File: src/rtl/ram_access_ctrl_if.sv
// Requester-side bus of the shared data RAM: one instance per master.
// Port summary: req/we/size/addr/wdata from the master; gnt (combinational),
// done (registered pulse) and rdata (held until next done) back from the controller.
interface ram_access_ctrl_if #(
  parameter int ADDR_W = 8
);
  logic              req;
  logic              we;
  logic [1:0]        size;
  logic [ADDR_W-1:0] addr;
  logic [31:0]       wdata;
  logic              gnt;
  logic              done;
  logic [31:0]       rdata;

  modport master (
    output req, we, size, addr, wdata,
    input  gnt, done, rdata
  );

  modport slave (
    input  req, we, size, addr, wdata,
    output gnt, done, rdata
  );
endinterface

File: src/rtl/ram_access_ctrl.sv
// Purpose: round-robin arbiter for two masters sharing a single-port byte RAM;
//          splits byte/half/word accesses into little-endian byte beats.
// Latency: gnt to done is N+1 cycles (N = 1/2/4 beats); one transaction per N+2 cycles.
// Backpressure: requests are only accepted in IDLE; a master holds req until gnt.
// Ports: clk, reset (async, active-high); m0/m1 requester interfaces (slave side);
//        ram_addr/ram_we/ram_wdata to the RAM, ram_rdata from its combinational read.
module ram_access_ctrl #(
  parameter int ADDR_W = 8
) (
  input  logic              clk,
  input  logic              reset,
  ram_access_ctrl_if.slave  m0,
  ram_access_ctrl_if.slave  m1,
  output logic [ADDR_W-1:0] ram_addr,
  output logic              ram_we,
  output logic [7:0]        ram_wdata,
  input  logic [7:0]        ram_rdata
);

  localparam logic [1:0] ST_IDLE = 2'd0;
  localparam logic [1:0] ST_XFER = 2'd1;
  localparam logic [1:0] ST_DONE = 2'd2;

  logic [1:0]        state;
  logic              owner;      // 0 = m0, 1 = m1
  logic              lat_we;
  logic [1:0]        last_beat;  // N-1
  logic [ADDR_W-1:0] lat_addr;
  logic [31:0]       lat_wdata;
  logic [1:0]        beat;
  logic [31:0]       stage;
  logic              last_m1;    // 1 when m1 was served most recently
  logic [31:0]       rdata0;
  logic [31:0]       rdata1;
  logic              done0;
  logic              done1;

  logic              pick1;
  logic              accept;
  logic              sel_we;
  logic [1:0]        sel_size;
  logic [ADDR_W-1:0] sel_addr;
  logic [31:0]       sel_wdata;
  logic [31:0]       stage_nxt;
  logic [31:0]       keep_mask;

  // m1 wins when it is alone, or when both ask and m0 was served last.
  always_comb begin
    pick1  = m1.req && (!m0.req || !last_m1);
    accept = (state == ST_IDLE) && (m0.req || m1.req);
  end

  assign m0.gnt   = accept && !pick1;
  assign m1.gnt   = accept && pick1;
  assign m0.done  = done0;
  assign m1.done  = done1;
  assign m0.rdata = rdata0;
  assign m1.rdata = rdata1;

  always_comb begin
    sel_we    = pick1 ? m1.we    : m0.we;
    sel_size  = pick1 ? m1.size  : m0.size;
    sel_addr  = pick1 ? m1.addr  : m0.addr;
    sel_wdata = pick1 ? m1.wdata : m0.wdata;
  end

  // RAM drive: idle-low outside XFER; address wraps naturally at ADDR_W bits.
  always_comb begin
    ram_addr  = '0;
    ram_we    = 1'b0;
    ram_wdata = 8'h00;
    if (state == ST_XFER) begin
      ram_addr  = lat_addr + ADDR_W'(beat);
      ram_we    = lat_we;
      ram_wdata = lat_wdata[{beat, 3'b000} +: 8];
    end
  end

  // Staging including the byte read in the current beat, so the final beat
  // can publish the complete word at the same edge it is captured.
  always_comb begin
    stage_nxt = stage;
    stage_nxt[{beat, 3'b000} +: 8] = ram_rdata;
    case (last_beat)
      2'd0:    keep_mask = 32'h0000_00FF;
      2'd1:    keep_mask = 32'h0000_FFFF;
      default: keep_mask = 32'hFFFF_FFFF;
    endcase
  end

  always_ff @(posedge clk or posedge reset) begin
    if (reset) begin
      state     <= ST_IDLE;
      owner     <= 1'b0;
      lat_we    <= 1'b0;
      last_beat <= 2'd0;
      lat_addr  <= '0;
      lat_wdata <= 32'h0;
      beat      <= 2'd0;
      stage     <= 32'h0;
      last_m1   <= 1'b1;
      rdata0    <= 32'h0;
      rdata1    <= 32'h0;
      done0     <= 1'b0;
      done1     <= 1'b0;
    end else begin
      done0 <= 1'b0;
      done1 <= 1'b0;
      case (state)
        ST_IDLE: begin
          if (accept) begin
            owner     <= pick1;
            last_m1   <= pick1;
            lat_we    <= sel_we;
            lat_addr  <= sel_addr;
            lat_wdata <= sel_wdata;
            beat      <= 2'd0;
            case (sel_size)
              2'b00:   last_beat <= 2'd0;
              2'b01:   last_beat <= 2'd1;
              default: last_beat <= 2'd3;
            endcase
            state <= ST_XFER;
          end
        end
        ST_XFER: begin
          if (!lat_we) begin
            stage <= stage_nxt;
          end
          if (beat == last_beat) begin
            state <= ST_DONE;
            if (owner) begin
              done1 <= 1'b1;
            end else begin
              done0 <= 1'b1;
            end
            if (!lat_we) begin
              if (owner) begin
                rdata1 <= stage_nxt & keep_mask;
              end else begin
                rdata0 <= stage_nxt & keep_mask;
              end
            end
          end else begin
            beat <= beat + 2'd1;
          end
        end
        ST_DONE: begin
          state <= ST_IDLE;
        end
        default: begin
          state <= ST_IDLE;
        end
      endcase
    end
  end

endmodule
File: src/flat_wrapper.sv
// flat-port wrapper written by rule: the top's interface ports become plain ports
module ram_access_ctrl_flat 
#(
  parameter int ADDR_W = 8
)
  (clk, reset, ram_addr, ram_we, ram_wdata, ram_rdata, m0_req, m0_we, m0_size, m0_addr, m0_wdata, m0_gnt, m0_done, m0_rdata, m1_req, m1_we, m1_size, m1_addr, m1_wdata, m1_gnt, m1_done, m1_rdata);
  ram_access_ctrl_if #(.ADDR_W(ADDR_W)) m0_i ();
  ram_access_ctrl_if #(.ADDR_W(ADDR_W)) m1_i ();
  input  logic clk;
  input  logic reset;
  output logic [ADDR_W-1:0] ram_addr;
  output logic ram_we;
  output logic [7:0] ram_wdata;
  input  logic [7:0] ram_rdata;
  input wire logic [$bits(m0_i.req)-1:0] m0_req;
  input wire logic [$bits(m0_i.we)-1:0] m0_we;
  input wire logic [$bits(m0_i.size)-1:0] m0_size;
  input wire logic [$bits(m0_i.addr)-1:0] m0_addr;
  input wire logic [$bits(m0_i.wdata)-1:0] m0_wdata;
  output wire logic [$bits(m0_i.gnt)-1:0] m0_gnt;
  output wire logic [$bits(m0_i.done)-1:0] m0_done;
  output wire logic [$bits(m0_i.rdata)-1:0] m0_rdata;
  input wire logic [$bits(m1_i.req)-1:0] m1_req;
  input wire logic [$bits(m1_i.we)-1:0] m1_we;
  input wire logic [$bits(m1_i.size)-1:0] m1_size;
  input wire logic [$bits(m1_i.addr)-1:0] m1_addr;
  input wire logic [$bits(m1_i.wdata)-1:0] m1_wdata;
  output wire logic [$bits(m1_i.gnt)-1:0] m1_gnt;
  output wire logic [$bits(m1_i.done)-1:0] m1_done;
  output wire logic [$bits(m1_i.rdata)-1:0] m1_rdata;
  assign m0_i.req = m0_req;
  assign m0_i.we = m0_we;
  assign m0_i.size = m0_size;
  assign m0_i.addr = m0_addr;
  assign m0_i.wdata = m0_wdata;
  assign m0_gnt = m0_i.gnt;
  assign m0_done = m0_i.done;
  assign m0_rdata = m0_i.rdata;
  assign m1_i.req = m1_req;
  assign m1_i.we = m1_we;
  assign m1_i.size = m1_size;
  assign m1_i.addr = m1_addr;
  assign m1_i.wdata = m1_wdata;
  assign m1_gnt = m1_i.gnt;
  assign m1_done = m1_i.done;
  assign m1_rdata = m1_i.rdata;
  ram_access_ctrl #(.ADDR_W(ADDR_W)) u_core (.clk(clk), .reset(reset), .m0(m0_i), .m1(m1_i), .ram_addr(ram_addr), .ram_we(ram_we), .ram_wdata(ram_wdata), .ram_rdata(ram_rdata));
endmodule
File: config.mk
export PLATFORM = sky130hd
export DESIGN_NAME = ram_access_ctrl_flat
export DESIGN_NICKNAME = d
export VERILOG_FILES = /design/src/rtl/ram_access_ctrl_if.sv /design/src/rtl/ram_access_ctrl.sv /design/src/flat_wrapper.sv
export SDC_FILE = /design/constraint.sdc
export NUM_CORES = 1
export LEC_CHECK = 0
export BUFFER_PORTS_ARGS = -buffer_cell sky130_fd_sc_hd__buf_2
export CORE_ASPECT_RATIO = 1.2
export CORE_MARGIN = 2
export CORE_UTILIZATION = 30
export DETAILED_ROUTE_END_ITERATION = 7
export REMOVE_ABC_BUFFERS = 1
export SLEW_MARGIN = 10
export SYNTH_ARGS = -nofsm -noshare
export SYNTH_HDL_FRONTEND = slang
export SYNTH_SLANG_ARGS = --single-unit
export TNS_END_PERCENT = 30
File: constraint.sdc
create_clock -name clk -period 15.7 [get_ports clk]
set_clock_uncertainty 0.1 [all_clocks]
set_input_delay 3.14 -clock clk [delete_from_list [all_inputs] [get_ports clk]]
set_output_delay 3.14 -clock clk [all_outputs]
set_load 0.03 [all_outputs]
**After elaboration in Yosys (flattened, before gate mapping)**

Cells that the tools add are included.
W data, S select, Z words.

- Add/sub/neg operators: 3
- Equality and inequality tests: 7
- Shift operators: 3
- Mux-type cells: 22
- Bitwise logic cells: 3
- Reductions and logical operators: 19

Operator list:

| kind | number |
|---|---|
| $pmux W32 S2 | 1 |
| $and A32 B32 Y32 | 1 |
| $bwmux W32 | 1 |
| $mux W32 | 1 |
| $shift A8 B7 Y32 const A | 1 |
| $shiftx A32 B6 Y8 | 1 |
| $shiftx A8 B7 Y32 | 1 |
| $mux W8 | 3 |
| $pmux W2 S2 | 3 |
| $mux W2 | 5 |
| $add A8 B2 Y8 | 1 |
| $mux W1 | 8 |
| $reduce_and A4 Y1 | 2 |
| $neg A5 Y7 | 1 |
| $eq A2 B1 Y1 const B | 3 |
| $logic_not A2 Y1 | 3 |
| $reduce_and A2 Y1 | 3 |
| $logic_and A1 B1 Y1 | 4 |
| $ne A2 B2 Y1 const B | 2 |
| $logic_not A1 Y1 | 3 |
| $reduce_and A3 Y1 | 1 |
| $add A2 B1 Y2 const B | 1 |
| $eq A2 B2 Y1 | 1 |
| $logic_or A1 B1 Y1 | 2 |
| other kinds (3) | 4 |

- Flip-flop bits (word level): 147
- Bits of input ports: 98
- Output and inout port bits: 85
- Word-level logic and storage cells: 70

**Longest topological paths before layout**

Gate-level depths: netlist of the first run.

- Depth after elaboration: 6
- Depth in mapped cells: 9
- Gate-level depth less buffers: 5

**Least setup slack after synthesis of the first run**

No wires, ideal clock.

- Path kind: input-to-output
- From: input m0_req
- To: output m1_gnt
- Arrival time: 4.078 ns
- Required time: 12.460 ns
- Setup slack: 8.382 ns
- Stages on the path: 4
- Cells stage by stage: nand2_1 > and3_1 > clkbuf_1 > buf_1

- Cells in the longest elaborated chain, start to end: 4
- Elaborated cells on any way between the ends: 6
- Classes of those cells: reduce/logical: 6

RTL lines:

| item | RTL line | RTL |
|---|---|---|
| start, declared | flat_wrapper.sv:15 | `input wire logic [$bits(m0_i.req)-1:0] m0_req;` |
| $logic_not A1 Y1 | ram_access_ctrl.sv:49 | `pick1 = m1.req && (!m0.req \|\| !last_m1);` |
| $logic_or A1 B1 Y1 | ram_access_ctrl.sv:49 |  |
| $logic_and A1 B1 Y1 | ram_access_ctrl.sv:49 |  |
| $logic_and A1 B1 Y1 (*) | ram_access_ctrl.sv:54 | `assign m1.gnt = accept && pick1;` |
| end, declared | flat_wrapper.sv:28 | `output wire logic [$bits(m1_i.gnt)-1:0] m1_gnt;` |

Every way passes the cells marked *; elsewhere a longest branch is shown, timed or not.

**Worst setup path in the final report of the first run**

- From: input m1_req
- To: output m0_gnt

- Cells in the longest elaborated chain, start to end: 3
- Elaborated cells on any way between the ends: 5
- Classes of those cells: reduce/logical: 5

RTL lines:

| item | RTL line | RTL |
|---|---|---|
| start, declared | flat_wrapper.sv:23 | `input wire logic [$bits(m1_i.req)-1:0] m1_req;` |
| $logic_or A1 B1 Y1 / $logic_and A1 B1 Y1 (equally long branches) | ram_access_ctrl.sv:50, ram_access_ctrl.sv:49 |  |
| $logic_and A1 B1 Y1 / $logic_not A1 Y1 (equally long branches) | ram_access_ctrl.sv:50, ram_access_ctrl.sv:53 |  |
| $logic_and A1 B1 Y1 (*) | ram_access_ctrl.sv:53 | `assign m0.gnt = accept && !pick1;` |
| end, declared | flat_wrapper.sv:20 | `output wire logic [$bits(m0_i.gnt)-1:0] m0_gnt;` |

Marks and branches as above.

==> results of run 1 <==
[power by group through the flow]
stage	registers (mW)	clock network, mW	logic (mW)
after floorplan	0.712	0	0.480
after global placement	0.631	0	0.802
after detailed placement	0.637	0	0.810
after CTS	0.631	0.394	0.812
after global routing	0.649	0.410	0.869
final	0.628	0.379	0.800
[flip-flops by register name (all words and copies together), names as in the netlist]
| register | flops |
|---|---|
| u_core.beat | 2 |
| u_core.last_beat | 2 |
| u_core.last_m1 | 1 |
| u_core.lat_addr | 8 |
| u_core.lat_wdata | 32 |
| u_core.lat_we | 1 |
| u_core.m0.done | 1 |
| u_core.m0.rdata | 32 |
| u_core.m1.done | 1 |
| u_core.m1.rdata | 32 |
| u_core.owner | 1 |
| u_core.stage | 32 |
| u_core.state | 2 |
[layout make-up]
type,count,share of cell area
well taps,320,0.0453
inverters,14,0.00652
multi-input cells,371,0.362
repair buffers,188,0.108
clock inverters,13,0.0126
clock buffers,18,0.0486
flip-flops and latches,147,0.417
[per-stage QoR]
step / hold WS, ps / instance area [sq um]
floorplan: 350 / 6910
global placement: 361 / 8290
detailed placement: 370 / 8290
CTS: 384 / 8830
global route: 407 / 8830
finish: 377 / 8830
[cells by family after synthesis]
family / after synthesis / synth area share
muxes: 74 / 0.147
DFF: 147 / 0.510
xor gates and xnor gates: 4 / 0.00589
and+or+nand+nor: 120 / 0.0891
adders and majority gates: 8 / 0.0149
buffers and inverters: 69 / 0.0499
AOI/OAI and AO/OA: 165 / 0.183
[worst max-delay path by stage]
stage,startpoint,endpoint,slack [ps],cells past startpoint
after floorplan,m0_req,m1_gnt,8220,2
after global placement,m1_req,m0_gnt,8080,4
after detailed placement,m1_req,m0_gnt,8060,4
after CTS,m1_req,m0_gnt,8060,4
after global routing,m1_req,m0_gnt,7980,4
final,m1_req,m0_gnt,8060,4
[worst max-delay path: stages]
cell and delay [ps]:
buf_2 110, nand2b_1 50, and3_2 760, buf_2 330
[metal layers]
| metal | track usage | share of wire |
|---|---|---|
| met1 | 0.201 | 0.45 |
| met2 | 0.243 | 0.49 |
| met3 | 0.0339 | 0.046 |
| met4 | 0.0449 | 0.0086 |
| met5 | 0 | 0.00058 |
[synthesized netlist by cell type, types with 4 or more instances]
cell type and number:
buf_4 8, dfrtp_1 146, a32o_1 8, clkbuf_1 32, a22o_1 16, buf_1 4
or2_2 4, ha_1 7, buf_2 6, nand3_1 10, o21ai_0 27, mux4_1 8
nor2_1 5, and2_1 13, o2bb2ai_1 8, a21oi_1 7, inv_1 14, mux2_4 30
mux2_2 35, nand4bb_1 4, nand2_1 62, a221o_1 43, a21boi_0 42, o32ai_1 8
==> impl_metrics.tcl, run 1 <==
set metrics [dict create \
    critPathMaxFanout 44 \
    hold_viol 0 \
    worst_slack_ps 8060 \
    synthDistinctLibCells 48 \
    final_cells 1071 \
    net-switching-power_uw 739 \
    syn2layout_area_growth_pct 22.3 \
    ant_nets 0 \
    place_ws_ps 8060 \
    cts_max_path_buffers 2 \
    cts_tree "done" \
    clock_latency_ps 410 \
    cts_hold_buf 0 \
    synth-main-ff-cell "dfrtp_1" \
    wl_mm 18.9 \
    netlist.area_leader.share 0.506 \
    synth_async_sr_flop_share 1.00 \
    syn-cell-area_sq_um 7220 \
    cts-buffers-inserted 17 \
    grt_max_degree 78 \
    fmax_mhz 131 \
    tightest_slew_ps 978 \
    clock-sinks 147 \
    n_fill_cell 2372 \
    final_common_cell "buf_2" \
    drive_above_1_share 0.398 \
    r2r-end "u_core.m0.rdata[30]" \
    tns_ps 0 \
    power.internal_mw 1.07 \
    die_w_microns 146 \
    setup_violations 0 \
    grt_overflow 0 \
    htree_levels 4 \
    io_buffers 182 \
    post_drt_wl_per_cell_microns 17.7 \
    cp.required_ps 12460 \
    hold_start "u_core.stage[10]" \
    cp-end-kind "primary output" \
    gp_congestion 0.748 \
    io_pins 183 \
    die_h_microns 174 \
    yosysWarnings 0 \
    core_area_sq_um 23800 \
    fin_nets 845 \
    root_buffer "clkbuf_16" \
    antenna_found_initial 1 \
    syn_inst 587 \
    p_comb_frac 0.443 \
    p_leak_nw 4.29 \
    die_area_sq_um 25300 \
    seq_power_share 0.348 \
    netlist_top_cells_area "dfrtp_1 51%, mux2_4 6.2%, a221o_1 6.0%" \
    grt_pass1_wl_mm 29.6 \
    detail_route.iter0.violations 323 \
    grt_pass1_vias 5149 \
    initial_core_util 0.303 \
    synth_seq_cells 147 \
    holdPathEnd "u_core.stage[10]" \
    r2r_setup_slack_ps 12540 \
    fin_crit_sh 0.487 \
    most-common-layout-cells "182 x buf_2, 146 x dfrtp_1, 62 x nand2_1, 43 x a221o_1, 42 x a21boi_0" \
    finalCriticalPeriod_ps 7640 \
    drt-pass1-iter-count 4 \
    drc 0 \
    cp.arrival_ps 4400 \
    p_total_mw 1.81 \
    n_antenna_cell 0 \
    dp.cells 1040 \
    multi_input_area_sq_um 3200 \
    seqCellArea_sq_um 3680 \
    reg2reg_from "u_core.beat[0]" \
    start_kind "input pin" \
    p_sw_frac 0.409 \
    final_core_util 0.371 \
    place_hpwl_mm 12.7 \
    ff2ff_path_depth 5 \
    vias_per_cell 4.89 \
    status "finished clean" \
    num_rows 62 \
    maxSlewHeadroom 0.348 \
    path_class "in2out" \
    power.density_nw_per_um2 205 \
    synth-seq-area-share 0.510 \
    cts_resized 0 \
    vdd_drop_max_mv 0.0932 \
    clkPwrFrac 0.210 \
    synth-edff-count 0 \
    whs_path_depth 2 \
    cts_setup_buffers 0 \
    postSynthAreaPerCell_sq_um 12.3 \
    vias 5233 \
    cap_violations 0 \
    rsz0062_at_grt "false" \
    clk_pin_slew_ps 60 \
    drv_slew 0 \
    holdCritPathClass "reg2reg" \
    yosysTopAreaCell "dfrtp_1" \
    grtUsageTotal 0.150 \
]
Note: power is estimated with default switching activity, not from simulation.
==> run 2: changes to the inputs <==
==> constraint.sdc (replaced) <==
create_clock -name clk -period 7.2 [get_ports clk]
set_clock_uncertainty 0.1 [all_clocks]
set_input_delay 1.44 -clock clk [delete_from_list [all_inputs] [get_ports clk]]
set_output_delay 1.44 -clock clk [all_outputs]
set_load 0.03 [all_outputs]
==> run 2 against run 1 <==
Worst hold slack gained 0.88 ps. Critical path type is now reg2out. Clock power rose by 140%. Largest power group unchanged. Final cell count unchanged.
==> impl_metrics.tcl, run 2 (synthesis results as in run 1) <==
set metrics [dict create \
    r2r_setup_slack_ps 4060 \
    p_leak_nw 4.31 \
    die_w_microns 146 \
    cp-end-kind "primary output" \
    grt_pass1_vias 5153 \
    cts-buffers-inserted 17 \
    drv_slew 0 \
    dp.cells 1039 \
    worstPathCellList "nor2_4, and3_2, buf_2" \
    antenna_found_initial 2 \
    cts_max_path_buffers 2 \
    place_ws_ps 2930 \
    worstSetupStartpoint "u_core.state[0]" \
    num_rows 62 \
    power.density_nw_per_um2 454 \
    holdCritPathClass "reg2reg" \
    clk_pin_slew_ps 60 \
    core_area_sq_um 23800 \
    die_area_sq_um 25300 \
    final_cells 1071 \
    die_h_microns 174 \
    place_area_sq_um 8280 \
    tns_ps 0 \
    htree_levels 4 \
    io_pins 183 \
    grtUsageTotal 0.151 \
    final_common_cell "buf_2" \
    cp.arrival_ps 3010 \
    r2r-end "u_core.m0.rdata[30]" \
    vias 5243 \
    finalCriticalPeriod_ps 4550 \
    fin_area_sq_um 8890 \
    ff2ff_path_depth 5 \
    clock_latency_ps 420 \
    cts_tree "done" \
    drc 0 \
    cts_hold_buf 0 \
    setup_violations 0 \
    cts_resized 0 \
    grt_max_degree 79 \
    reg2reg_from "u_core.beat[0]" \
    cts_setup_buffers 0 \
    cpMaxStageDelayCell "and3_2" \
    cp.required_ps 5660 \
    hold_viol 0 \
    fin_nets 844 \
    cap_violations 0 \
    worst_path_largest_cell_delay_ps 960 \
    syn2layout_area_growth_pct 23.1 \
    post_drt_wl_per_cell_microns 17.8 \
    gp_congestion 0.764 \
    start_kind "flip-flop" \
    maxSlewHeadroom 0.279 \
    drive_above_1_share 0.399 \
    fin_crit_sh 0.632 \
    wl_mm 19.1 \
    status "finished clean" \
    place_hpwl_mm 12.7 \
    vias_per_cell 4.90 \
    grt_overflow 0 \
    n_antenna_cell 0 \
    most-common-layout-cells "182 x buf_2, 146 x dfrtp_1, 62 x nand2_1, 43 x a221o_1, 42 x a21boi_0" \
    final_core_util 0.373 \
    initial_core_util 0.303 \
    clock-sinks 147 \
    whs_path_depth 2 \
    root_buffer "clkbuf_16" \
    grt_pass1_wl_mm 29.8 \
    critPathMaxFanout 48 \
    endpoint "m1_gnt" \
    fmax_mhz 220 \
    detail_route.iter0.violations 284 \
    ant_nets 0 \
    worst_slack_ps 2650 \
    drt-pass1-iter-count 4 \
    io_buffers 182 \
    rsz0062_at_grt "false" \
    path_class "reg2out" \
    tightest_slew_ps 1080 \
    vdd_drop_max_mv 0.210 \
]
[run 2: layout make-up]
type	instances	area (sq um)
Clock buffer	19	453
Multi-Input combinational cell	371	3200
Fill cell	2379	14900
Sequential cell	147	3680
Clock inverter	13	150
Timing Repair Buffer	187	948
Inverter	14	57.6
Tap cell	320	400
[run 2: critical path, delay by kind of cell, from the launching register on]
kind | cells | cell delay (ps)
buffers and inverters | 1 | 340
flip-flops | 1 | 450
AND/OR/NAND/NOR | 2 | 1780
[run 2: worst min path at each step]
stage	start	endpoint	slack, ps
after CTS	u_core.stage[8]	u_core.stage[8]	380
after global placement	u_core.stage[15]	u_core.stage[15]	360
final	u_core.stage[8]	u_core.stage[8]	380
after global routing	u_core.stage[15]	u_core.stage[15]	400
after detailed placement	u_core.stage[8]	u_core.stage[8]	370
after floorplan	u_core.stage[10]	u_core.stage[10]	350
[run 2: metal layers]
| layer | wire (microns) | vias to the layer above | track usage |
|---|---|---|---|
| met5 | 27 | - | 0 |
| li1 | - | 2483 | - |
| met4 | 235 | 4 | 0.0384 |
| met2 | 9170 | 169 | 0.245 |
| met3 | 983 | 23 | 0.0386 |
| met1 | 8700 | 2564 | 0.203 |
[run 2: stage by stage]
stage	power (mW)	hold slack (ps)
after detailed placement	3.15	370
after global routing	4.29	404
after floorplan	2.60	350
after CTS	4.08	384
final	4.03	378
after global placement	3.13	361
[run 2: power by group]
part / switching, mW / total (mW) / internal, mW
sequential: 0.233 / 1.37 / 1.14
clock: 0.371 / 0.906 / 0.534
combinational: 1.04 / 1.75 / 0.715
